--- config.mk ---
export PLATFORM = sky130hd
export DESIGN_NAME = vga_scan_compositor_flat
export DESIGN_NICKNAME = d
export VERILOG_FILES = /design/src/rtl/vga_scan_if.sv /design/src/rtl/vga_scan_compositor.sv /design/src/flat_wrapper.sv
export SDC_FILE = /design/constraint.sdc
export NUM_CORES = 1
export LEC_CHECK = 0
export ABC_AREA = 0
export CORE_UTILIZATION = 47
export CTS_BUF_LIST = sky130_fd_sc_hd__clkbuf_16
export DETAILED_ROUTE_END_ITERATION = 6
export PLACE_DENSITY = 0.87
export SLEW_MARGIN = 25
export SYNTH_ARGS = -nofsm -noshare
export SYNTH_HDL_FRONTEND = slang
export SYNTH_SLANG_ARGS = --single-unit
--- constraint.sdc ---
create_clock -name clk -period 4.4 [get_ports clk]
set_clock_uncertainty 0.2 [all_clocks]
set_input_delay 0.66 -clock clk [delete_from_list [all_inputs] [get_ports clk]]
set_output_delay 0.66 -clock clk [all_outputs]
set_load 0.05 [all_outputs]
--- src/rtl/vga_scan_if.sv ---
// Bundles the compositor's sprite/background inputs and its VGA timing and colour outputs.
// The compositor uses the master modport; the sprite side and the DAC use the slave modport.
interface vga_scan_if #(
    parameter int unsigned NUM_SPRITES = 4
);
    logic [24*NUM_SPRITES-1:0] sprite_rgb_i;
    logic                      bg_we_i;
    logic [23:0]               bg_data_i;
    logic [31:0]               x_pos_o;
    logic [31:0]               y_pos_o;
    logic                      pix_clk_o;
    logic                      hsync_o;
    logic                      vsync_o;
    logic                      blank_n_o;
    logic [23:0]               RGB_o;
    logic                      vblank_o;
    logic [31:0]               frame_cnt_o;

    modport master (
        input  sprite_rgb_i, bg_we_i, bg_data_i,
        output x_pos_o, y_pos_o, pix_clk_o, hsync_o, vsync_o,
               blank_n_o, RGB_o, vblank_o, frame_cnt_o
    );

    modport slave (
        output sprite_rgb_i, bg_we_i, bg_data_i,
        input  x_pos_o, y_pos_o, pix_clk_o, hsync_o, vsync_o,
               blank_n_o, RGB_o, vblank_o, frame_cnt_o
    );
endinterface

--- src/rtl/vga_scan_compositor.sv ---
// VGA raster scanner with a two-stage output pipeline that composites prioritised
// sprite colours over a programmable background. Pixel rate is half the clk rate.
module vga_scan_compositor #(
    parameter int unsigned NUM_SPRITES = 4,
    parameter logic [23:0] BG_RESET    = 24'h202020,
    parameter int unsigned H_ACTIVE    = 640,
    parameter int unsigned H_FP        = 16,
    parameter int unsigned H_SYNC      = 96,
    parameter int unsigned H_BP        = 48,
    parameter int unsigned V_ACTIVE    = 480,
    parameter int unsigned V_FP        = 10,
    parameter int unsigned V_SYNC      = 2,
    parameter int unsigned V_BP        = 33
) (
    input  logic       clk,
    input  logic       rst_n,
    vga_scan_if.master bus
);

    localparam int unsigned H_TOTAL  = H_ACTIVE + H_FP + H_SYNC + H_BP;
    localparam int unsigned V_TOTAL  = V_ACTIVE + V_FP + V_SYNC + V_BP;
    localparam int unsigned HW       = (H_TOTAL > 1) ? $clog2(H_TOTAL) : 1;
    localparam int unsigned VW       = (V_TOTAL > 1) ? $clog2(V_TOTAL) : 1;
    localparam int unsigned HS_START = H_ACTIVE + H_FP;
    localparam int unsigned HS_END   = HS_START + H_SYNC;
    localparam int unsigned VS_START = V_ACTIVE + V_FP;
    localparam int unsigned VS_END   = VS_START + V_SYNC;

    logic          pix_en;
    logic [HW-1:0] h_cnt;
    logic [HW-1:0] h_nxt;
    logic [VW-1:0] v_cnt;
    logic [VW-1:0] v_nxt;
    logic          h_last;
    logic          v_last;

    logic          s1_active_c;
    logic          s1_hs_c;
    logic          s1_vs_c;
    logic          s1_active;
    logic          s1_hs;
    logic          s1_vs;

    logic          hsync_q;
    logic          vsync_q;
    logic          blank_n_q;
    logic          vblank_q;
    logic [23:0]   rgb_q;
    logic [23:0]   bg_q;
    logic [23:0]   comp_c;
    logic [31:0]   frame_q;

    // Raster counter successors; v advances only when the line wraps.
    always_comb begin
        h_last = (32'(h_cnt) == H_TOTAL - 1);
        v_last = (32'(v_cnt) == V_TOTAL - 1);
        h_nxt  = h_last ? '0 : h_cnt + HW'(1);
        v_nxt  = v_cnt;
        if (h_last) begin
            v_nxt = v_last ? '0 : v_cnt + VW'(1);
        end
    end

    // Stage-1 decode of the current raster position.
    always_comb begin
        s1_active_c = (32'(h_cnt) < H_ACTIVE) && (32'(v_cnt) < V_ACTIVE);
        s1_hs_c     = !((32'(h_cnt) >= HS_START) && (32'(h_cnt) < HS_END));
        s1_vs_c     = !((32'(v_cnt) >= VS_START) && (32'(v_cnt) < VS_END));
    end

    // Priority mux: walking downwards leaves the lowest opaque index as the winner.
    always_comb begin
        comp_c = bg_q;
        for (int k = int'(NUM_SPRITES) - 1; k >= 0; k--) begin
            if (bus.sprite_rgb_i[24*k +: 24] != 24'h000000) begin
                comp_c = bus.sprite_rgb_i[24*k +: 24];
            end
        end
    end

    always_ff @(posedge clk or negedge rst_n) begin
        if (!rst_n) begin
            pix_en    <= 1'b0;
            h_cnt     <= '0;
            v_cnt     <= '0;
            vblank_q  <= 1'b0;
            frame_q   <= 32'd0;
            bg_q      <= BG_RESET;
            s1_active <= 1'b0;
            s1_hs     <= 1'b1;
            s1_vs     <= 1'b1;
            hsync_q   <= 1'b1;
            vsync_q   <= 1'b1;
            blank_n_q <= 1'b0;
            rgb_q     <= 24'h000000;
        end else begin
            pix_en <= !pix_en;
            // Background writes are not tied to pixel ticks.
            if (bus.bg_we_i) begin
                bg_q <= bus.bg_data_i;
            end
            if (pix_en) begin
                h_cnt    <= h_nxt;
                v_cnt    <= v_nxt;
                vblank_q <= (32'(v_nxt) >= V_ACTIVE);
                if (h_last && v_last) begin
                    frame_q <= frame_q + 32'd1;
                end
                s1_active <= s1_active_c;
                s1_hs     <= s1_hs_c;
                s1_vs     <= s1_vs_c;
                hsync_q   <= s1_hs;
                vsync_q   <= s1_vs;
                blank_n_q <= s1_active;
                rgb_q     <= s1_active ? comp_c : 24'h000000;
            end
        end
    end

    assign bus.x_pos_o     = 32'(h_cnt);
    assign bus.y_pos_o     = 32'(v_cnt);
    assign bus.pix_clk_o   = pix_en;
    assign bus.hsync_o     = hsync_q;
    assign bus.vsync_o     = vsync_q;
    assign bus.blank_n_o   = blank_n_q;
    assign bus.RGB_o       = rgb_q;
    assign bus.vblank_o    = vblank_q;
    assign bus.frame_cnt_o = frame_q;

endmodule

--- src/flat_wrapper.sv ---
// flat-port wrapper written by rule: the top's interface ports become plain ports
module vga_scan_compositor_flat 
#(
    parameter int unsigned NUM_SPRITES = 4,
    parameter logic [23:0] BG_RESET    = 24'h202020,
    parameter int unsigned H_ACTIVE    = 640,
    parameter int unsigned H_FP        = 16,
    parameter int unsigned H_SYNC      = 96,
    parameter int unsigned H_BP        = 48,
    parameter int unsigned V_ACTIVE    = 480,
    parameter int unsigned V_FP        = 10,
    parameter int unsigned V_SYNC      = 2,
    parameter int unsigned V_BP        = 33
)
  (clk, rst_n, bus_sprite_rgb_i, bus_bg_we_i, bus_bg_data_i, bus_x_pos_o, bus_y_pos_o, bus_pix_clk_o, bus_hsync_o, bus_vsync_o, bus_blank_n_o, bus_RGB_o, bus_vblank_o, bus_frame_cnt_o);
  vga_scan_if #(.NUM_SPRITES(NUM_SPRITES)) bus_i ();
  input  logic clk;
  input  logic rst_n;
  input wire logic [$bits(bus_i.sprite_rgb_i)-1:0] bus_sprite_rgb_i;
  input wire logic [$bits(bus_i.bg_we_i)-1:0] bus_bg_we_i;
  input wire logic [$bits(bus_i.bg_data_i)-1:0] bus_bg_data_i;
  output wire logic [$bits(bus_i.x_pos_o)-1:0] bus_x_pos_o;
  output wire logic [$bits(bus_i.y_pos_o)-1:0] bus_y_pos_o;
  output wire logic [$bits(bus_i.pix_clk_o)-1:0] bus_pix_clk_o;
  output wire logic [$bits(bus_i.hsync_o)-1:0] bus_hsync_o;
  output wire logic [$bits(bus_i.vsync_o)-1:0] bus_vsync_o;
  output wire logic [$bits(bus_i.blank_n_o)-1:0] bus_blank_n_o;
  output wire logic [$bits(bus_i.RGB_o)-1:0] bus_RGB_o;
  output wire logic [$bits(bus_i.vblank_o)-1:0] bus_vblank_o;
  output wire logic [$bits(bus_i.frame_cnt_o)-1:0] bus_frame_cnt_o;
  assign bus_i.sprite_rgb_i = bus_sprite_rgb_i;
  assign bus_i.bg_we_i = bus_bg_we_i;
  assign bus_i.bg_data_i = bus_bg_data_i;
  assign bus_x_pos_o = bus_i.x_pos_o;
  assign bus_y_pos_o = bus_i.y_pos_o;
  assign bus_pix_clk_o = bus_i.pix_clk_o;
  assign bus_hsync_o = bus_i.hsync_o;
  assign bus_vsync_o = bus_i.vsync_o;
  assign bus_blank_n_o = bus_i.blank_n_o;
  assign bus_RGB_o = bus_i.RGB_o;
  assign bus_vblank_o = bus_i.vblank_o;
  assign bus_frame_cnt_o = bus_i.frame_cnt_o;
  vga_scan_compositor #(.NUM_SPRITES(NUM_SPRITES), .BG_RESET(BG_RESET), .H_ACTIVE(H_ACTIVE), .H_FP(H_FP), .H_SYNC(H_SYNC), .H_BP(H_BP), .V_ACTIVE(V_ACTIVE), .V_FP(V_FP), .V_SYNC(V_SYNC), .V_BP(V_BP)) u_core (.clk(clk), .rst_n(rst_n), .bus(bus_i));
endmodule
==> key figures, run 1 <==
Final layout
  – Layout area overhead: 39.1%
  – Final core area utilization: 0.682
  – Share of post-route cells with drive strength above 1: 0.0880
  – Layout Nets: about 940
  – Non-filler instance count after layout: roughly 1000
  – Antenna Diode Count: 0
  – Fill cells: 956

Drt
  – Per-cell routed wire length: ~18 um
  – Vias: roughly 5600
  – First drt pass iteration count: 5
  – DRT antenna net count: 0
  – DRC: 0
  – Via-to-Cell Ratio: between 5 and 6
  – Routed WL: about 18000 um
  – DR iter-0 viols: roughly 490

Die
  – Core footprint: 12200 sq um
  – Initial Utilization: 0.491
  – Die area: approximately 13000 sq um
  – Row count: 40
  – I/O Pins: 248
  – DIE WIDTH: about 110 um
  – Die height: 115 um

Flow run
  – MaxCap Viol Count: 0

STA
  – Share of the clock period used by the worst path: 0.740
  – Slew Viols, Final: 0
  – Slew of the pin with the lowest slew margin: 847 ps
  – Fmax: between 300 and 400 MHz
  – TNS Setup: 0 ps
  – Max_slew headroom: 0.430
  – Unrepaired setup endpoints after global routing: no
  – Min Tclk post-route: 3260 ps
  – Final Hold Fails: 0
  – Setup Viol. Count Final: 0

Clock network
  – CTS tree: done
  – CTS root buffer: clkbuf_16
  – Reg clk slew, reported paths: about 70 ps
  – H-tree Lvls: 3
  – CTS sink count: 108
  – Setup bufs post-CTS: 0
  – Post-CTS resize count: 0
  – CTS Buffer Depth: 2
  – Clock Latency Late Sink: 350 ps
  – Hold buffers post-CTS: 0
  – TritonCTS buffer count: 9

Yosys
  – Post-Synthesis Cells: 617
  – Post-Syn Area: 5990 sq um
  – Syn Area/Cell: a little under 10 sq um
  – EDFF count, synth: 0
  – Syn. warnings: 0
  – Top_reg_cell synth: dfrtp_1
  – Synth async-reset ratio: 1.00
  – Synth unique cells: 51
  – Seq cells post-synth: between 100 and 150
  – Share of the yosys chip area belonging to registers: 0.452

Setup path
  – Critical path required time: 4470 ps
  – CP max stage cell: dfrtp_1
  – Critical path class: reg2reg
  – CP top delay family: simple AND/OR/NAND/NOR gates
  – CP endpoint kind: flop
  – Reg2reg start: u_core.bus.pix_clk_o
  – Worst Setup SP: u_core.bus.pix_clk_o
  – Crit path launch type: flop
  – CP cell instances: clkinv_1, nor4_2, buf_4, nand3_2, nor4_1, xor2_1
  – Crit Path Max Fanout: 23
  – CP Buf/Inv Count: 2
  – Critical path arrival: approximately 3300 ps
  – Slowest stage delay, CP: 880 ps

Placement
  – Placed cell count: a little under 1000
  – Hpwl dp: 14500 um
  – Input/output buffers: just over 200
  – Routability Congestion: around 0.93

Min path
  – Worst Hold Class: in2async

GRT
  – Overflow after GRT: 0
  – Total GRT Usage: 0.286
  – Global-route wire length before repair: approximately 29000 um
  – Initial antenna violation count: 0
  – Largest net degree at the start of global routing: 45
  – Vias in the first global route: approximately 5500

Power
  – PD cells: roughly 270 nW/um^2
  – Leakage: about 3.5 nW
  – Worst vdd ir: ~0.2 mV

Status
  – Outcome: finished clean
[cells by family after synthesis]
logic type | after synthesis | synth area share
AO/OA/AOI/OAI | 111 | 0.134
XOR/XNOR | 41 | 0.0599
multiplexers | 29 | 0.0551
AND/OR/NAND/NOR | 193 | 0.178
flip-flops | 108 | 0.452
other | 1 | 0.000626
buffers and inverters | 129 | 0.109
adder cells (fa/ha/maj) | 5 | 0.0104
[routing by layer]
layer  GRT usage  up-vias  wire length (um)
met3      0.0590       35              1330
met5           0        -                 0
li1            -     2542                 -
met1       0.357     2685              7240
met4      0.0961        0               458
met2       0.494      299              9180
[worst paths after layout]
check                                             end  slack, ps  cells past startpoint
max                        u_core.bus.frame_cnt_o[31]       1140                      6
min in group clk                         u_core.s1_hs        290                      2
min reg2reg                              u_core.s1_hs        290                      2
min                                   u_core.h_cnt[7]         30                      1
max reg2reg                u_core.bus.frame_cnt_o[31]       1140                      6
max in group asynchronous  u_core.bus.frame_cnt_o[23]       3060                      2
[report_power, final]
part / internal [W] / leakage [nW] / switching (W) / total [W]
logic: 0.000152 / 1.94 / 0.000219 / 0.000370
clock network: 0.000492 / 0.158 / 0.000360 / 0.000852
registers: 0.00103 / 1.36 / 0.0000218 / 0.00105
[placed cells by master, fill, tap and decap left out, types with 4 or more instances in the layout]
master,netlist,final
o21ai_0,36,36
o2bb2ai_1,6,6
nand2_1,31,31
conb_1,1,44
xnor2_1,16,16
a21o_1,7,7
o221ai_1,19,19
inv_1,57,58
clkbuf_16,0,9
a221oi_1,19,19
nor4_2,4,4
a311oi_1,5,5
a21oi_1,6,6
dfrtp_1,101,101
nand3_1,20,20
clkdlybuf4s50_1,0,201
and3_1,4,4
nor3_1,34,34
xor2_1,25,25
o2111ai_1,5,5
dfstp_2,7,7
nor4_1,37,37
buf_4,44,11
nor2_1,25,25
nand4_1,17,17
ha_1,5,5
mux2_2,28,28
[synthesized netlist by cell type, types with 19 or more instances]
cell	number	area, sq um
o221ai_1	19	166
xor2_1	25	219
o21ai_0	36	180
a221oi_1	19	166
nand3_1	20	100
mux2_2	28	315
dfrtp_1	101	2530
nor2_1	25	93.8
nor4_1	37	231
nor3_1	34	170
inv_1	57	214
buf_4	44	330
clkbuf_1	19	71.3
nand2_1	31	116
[worst register-to-register path: stages (launching register included)]
cell,delay (ps)
dfrtp_1,880
clkinv_1,660
nor4_2,400
buf_4,260
nand3_2,240
nor4_1,330
xor2_1,210
[through the flow]
stage	power, W	setup WS (ps)	hold slack, ps	cell area, sq um
global placement	0.00143	997	257	8030
global route	0.00234	746	61.4	8330
CTS	0.00228	1100	44.2	8340
finish	0.00227	1140	33.4	8330
detailed placement	0.00144	891	283	8030
floorplan	0.00127	1570	164	6150
[final cells by class]
| type | instances | area (sq um) | share of cell area |
|---|---|---|---|
| Sequential cell | 108 | 2710 | 0.325 |
| Inverter | 58 | 218 | 0.0261 |
| Clock buffer | 9 | 225 | 0.0270 |
| Clock inverter | 7 | 82.6 | 0.00991 |
| Multi-Input combinational cell | 423 | 2790 | 0.334 |
| Tap cell | 168 | 210 | 0.0252 |
| Timing Repair Buffer | 213 | 2100 | 0.252 |
[flip-flops by register name, indices dropped and copies added (netlist names)]
signal and count:
u_core.s1_active 1, u_core.bus.blank_n_o 1, u_core.s1_hs 1, u_core.v_cnt 10
u_core.bus.vsync_o 1, u_core.bus.RGB_o 24, u_core.bg_q 24, u_core.bus.frame_cnt_o 32
u_core.bus.pix_clk_o 1, u_core.bus.vblank_o 1, u_core.bus.hsync_o 1, u_core.s1_vs 1
u_core.h_cnt 10
Power figures use the tool's default switching activity.
==> inputs of run 2 (changes only) <==
CORE_UTILIZATION = 44   (was 47)
PLACE_DENSITY = 0.82   (was 0.87)
clock period = 3.35 ns   (was 4.4 ns; I/O delays follow)
==> key figures, run 2 (same netlist as run 1, synthesis figures left out) <==
Min path
  – Worst Hold Class: in2async

Die
  – Die area: 14100 sq um (+6.7%)
  – Die height: 119 um (+3.3%)
  – Initial Utilization: 0.453 (-0.0382)
  – Row count: 42 (+5.0%)
  – I/O Pins: 248 (unchanged)
  – DIE WIDTH: 119 um (+3.3%)
  – Core footprint: 13200 sq um (+8.4%)

Setup path
  – Crit Path Max Fanout: 19 (-17%)
  – CP endpoint kind: flop
  – CP top delay family: simple AND/OR/NAND/NOR gates
  – CP cell instances: clkdlybuf4s50_1, nor4_1, nand4_1, nor4_2, buf_4, a221oi_1, o221ai_1
  – Critical path required time: 3410 ps (-1060 ps)
  – Critical path class: in2reg
  – Slowest stage delay, CP: 540 ps (-340 ps)
  – Critical path arrival: 2730 ps (-600 ps)
  – CP Buf/Inv Count: 2 (unchanged)
  – CP max stage cell: nor4_1
  – Crit path launch type: input pin

Drt
  – Via-to-Cell Ratio: 5.61 (-0.54%)
  – DRT antenna net count: 0 (unchanged)
  – Per-cell routed wire length: 17.4 um (-5.8%)
  – Routed WL: 17400 um (-4.4%)
  – DR iter-0 viols: 423 (-13%)
  – Vias: 5615 (+0.97%)
  – DRC: 0 (unchanged)
  – First drt pass iteration count: 5 (unchanged)

STA
  – Min Tclk post-route: ~2700 ps
  – Max_slew headroom: 0.507 (+0.0765)
  – Final Hold Fails: 0 (unchanged)
  – Share of the clock period used by the worst path: 0.797
  – Fmax: between 300 and 400 MHz
  – Slew of the pin with the lowest slew margin: 739 ps (-107 ps)
  – Unrepaired setup endpoints after global routing: no
  – TNS Setup: 0 ps (unchanged)
  – Slew Viols, Final: 0 (unchanged)
  – Setup ws final: 680 ps (-465 ps)
  – Setup Viol. Count Final: 0 (unchanged)

Power
  – Leakage: 3.50 nW (+1.1%)
  – Worst vdd ir: 0.374 mV (+87%)
  – Int Pwr: 0.00220 W (+31%)
  – Seq pwr share: 0.463 (about the same)
  – Sw Ratio: 0.263 (-0.00186)
  – Clk pwr share: 0.375 (about the same)
  – Final Power: 0.00298 W (+31%)
  – PD cells: 354 nW/um^2 (+30%)
  – Net switching power: 0.000783 W (+30%)
  – Combinational power share: 0.162 (about the same)

Clock network
  – Hold buffers post-CTS: 0 (unchanged)
  – TritonCTS buffer count: 9 (unchanged)
  – Post-CTS resize count: 0 (unchanged)
  – Reg clk slew, reported paths: 60 ps (about the same)
  – H-tree Lvls: 3 (unchanged)
  – CTS Buffer Depth: 2 (unchanged)
  – CTS tree: done
  – Clock Latency Late Sink: 360 ps (about the same)
  – Setup bufs post-CTS: 0 (unchanged)
  – CTS root buffer: clkbuf_16
  – CTS sink count: 108 (unchanged)

Status
  – Outcome: finished clean

GRT
  – Initial antenna violation count: 0 (unchanged)
  – Total GRT Usage: 0.251 (-0.0347)
  – Vias in the first global route: 5255 (-3.7%)
  – Overflow after GRT: 0 (unchanged)
  – Global-route wire length before repair: 27700 um (-2.9%)
  – Largest net degree at the start of global routing: 57 (+27%)

Final layout
  – Antenna Diode Count: 0 (unchanged)
  – Share of post-route cells with drive strength above 1: 0.0933 (+0.00531)
  – Non-filler instance count after layout: 1001 (+1.5%)
  – Layout area overhead: 40.4%
  – Layout Nets: 948 (+0.74%)
  – Number of flip-flops in the largest register: 32 (unchanged)
  – Commonest cells after routing, fill and taps aside: 202 x clkdlybuf4s50_1, 101 x dfrtp_1, 59 x inv_1, 44 x conb_1, 37 x nor4_1
  – Most common cell after layout, fill and taps aside: clkdlybuf4s50_1

Placement
  – Input/output buffers: 203 (unchanged)
  – Routability Congestion: 0.971 (+4.9%)
  – Hpwl dp: 13600 um (-6.4%)
  – Setup WS pre-CTS: 475 ps (-415 ps)
  – Placed cell count: 985 (+1.5%)

Flow run
  – MaxCap Viol Count: 0 (unchanged)
run 2: cell count changes in the layout (fill, tap and decap cells not counted):
cell	before	now
buf_12	0	1
inv_1	58	59
clkdlybuf4s50_1	201	202
buf_4	11	17
clkinv_2	3	1
buf_2	1	0
clkinvlp_4	0	1
run 2: worst reg2reg max path: stages, from the launching register on:
cell and delay, ps:
dfrtp_1 490, or4b_4 610, nor4_4 420, nand3_2 340
nor4_1 330, xor2_1 180
run 2: cell type report:
cell class / count / area (sq um)
flip-flops and latches: 108 / 2710
clock buffers: 9 / 225
fillers: 1086 / 4830
multi-input cells: 423 / 2790
clock inverters: 7 / 83.8
well taps: 176 / 220
inverters: 58 / 218
repair buffers: 220 / 2170
run 2: path summary, 6_finish.rpt:
path,from,to,slack (ps),cells after the start
setup / recovery,bus_sprite_rgb_i[85],u_core.bus.RGB_o[8],680,7
hold / removal,rst_n,u_core.h_cnt[9],2,1
setup reg to reg,u_core.v_cnt[6],u_core.bus.frame_cnt_o[31],700,5
hold reg to reg,u_core.bus.blank_n_o,u_core.bus.blank_n_o,280,1
max in group asynchronous,rst_n,u_core.bg_q[5],2160,2
min in group clk,u_core.bus.blank_n_o,u_core.bus.blank_n_o,280,1
run 2: power groups by stage:
stage	clock network (W)	registers, W	logic, W
after global routing	0.00120	0.00138	0.000509
after global placement	0	0.00140	0.000479
final	0.00112	0.00138	0.000483
after detailed placement	0	0.00140	0.000480
after floorplan	0	0.00145	0.000222
after CTS	0.00114	0.00138	0.000482
run 2: routing by layer:
layer	vias to the layer above	global-route usage	routed length, um
met5	-	0	0
met4	0	0.0815	376
met3	32	0.0676	1580
met2	353	0.424	8680
met1	2663	0.311	6790
li1	2567	-	-
run 2: per-stage QoR:
| stage | hold slack [ps] | instance area, sq um | utilization |
|---|---|---|---|
| global route | 56.1 | 8420 | 0.635 |
| finish | 2.06 | 8420 | 0.635 |
| floorplan | 6.91 | 6150 | - |
| CTS | 19.6 | 8420 | 0.635 |
| global placement | 258 | 8110 | 0.612 |
| detailed placement | 272 | 8110 | 0.612 |
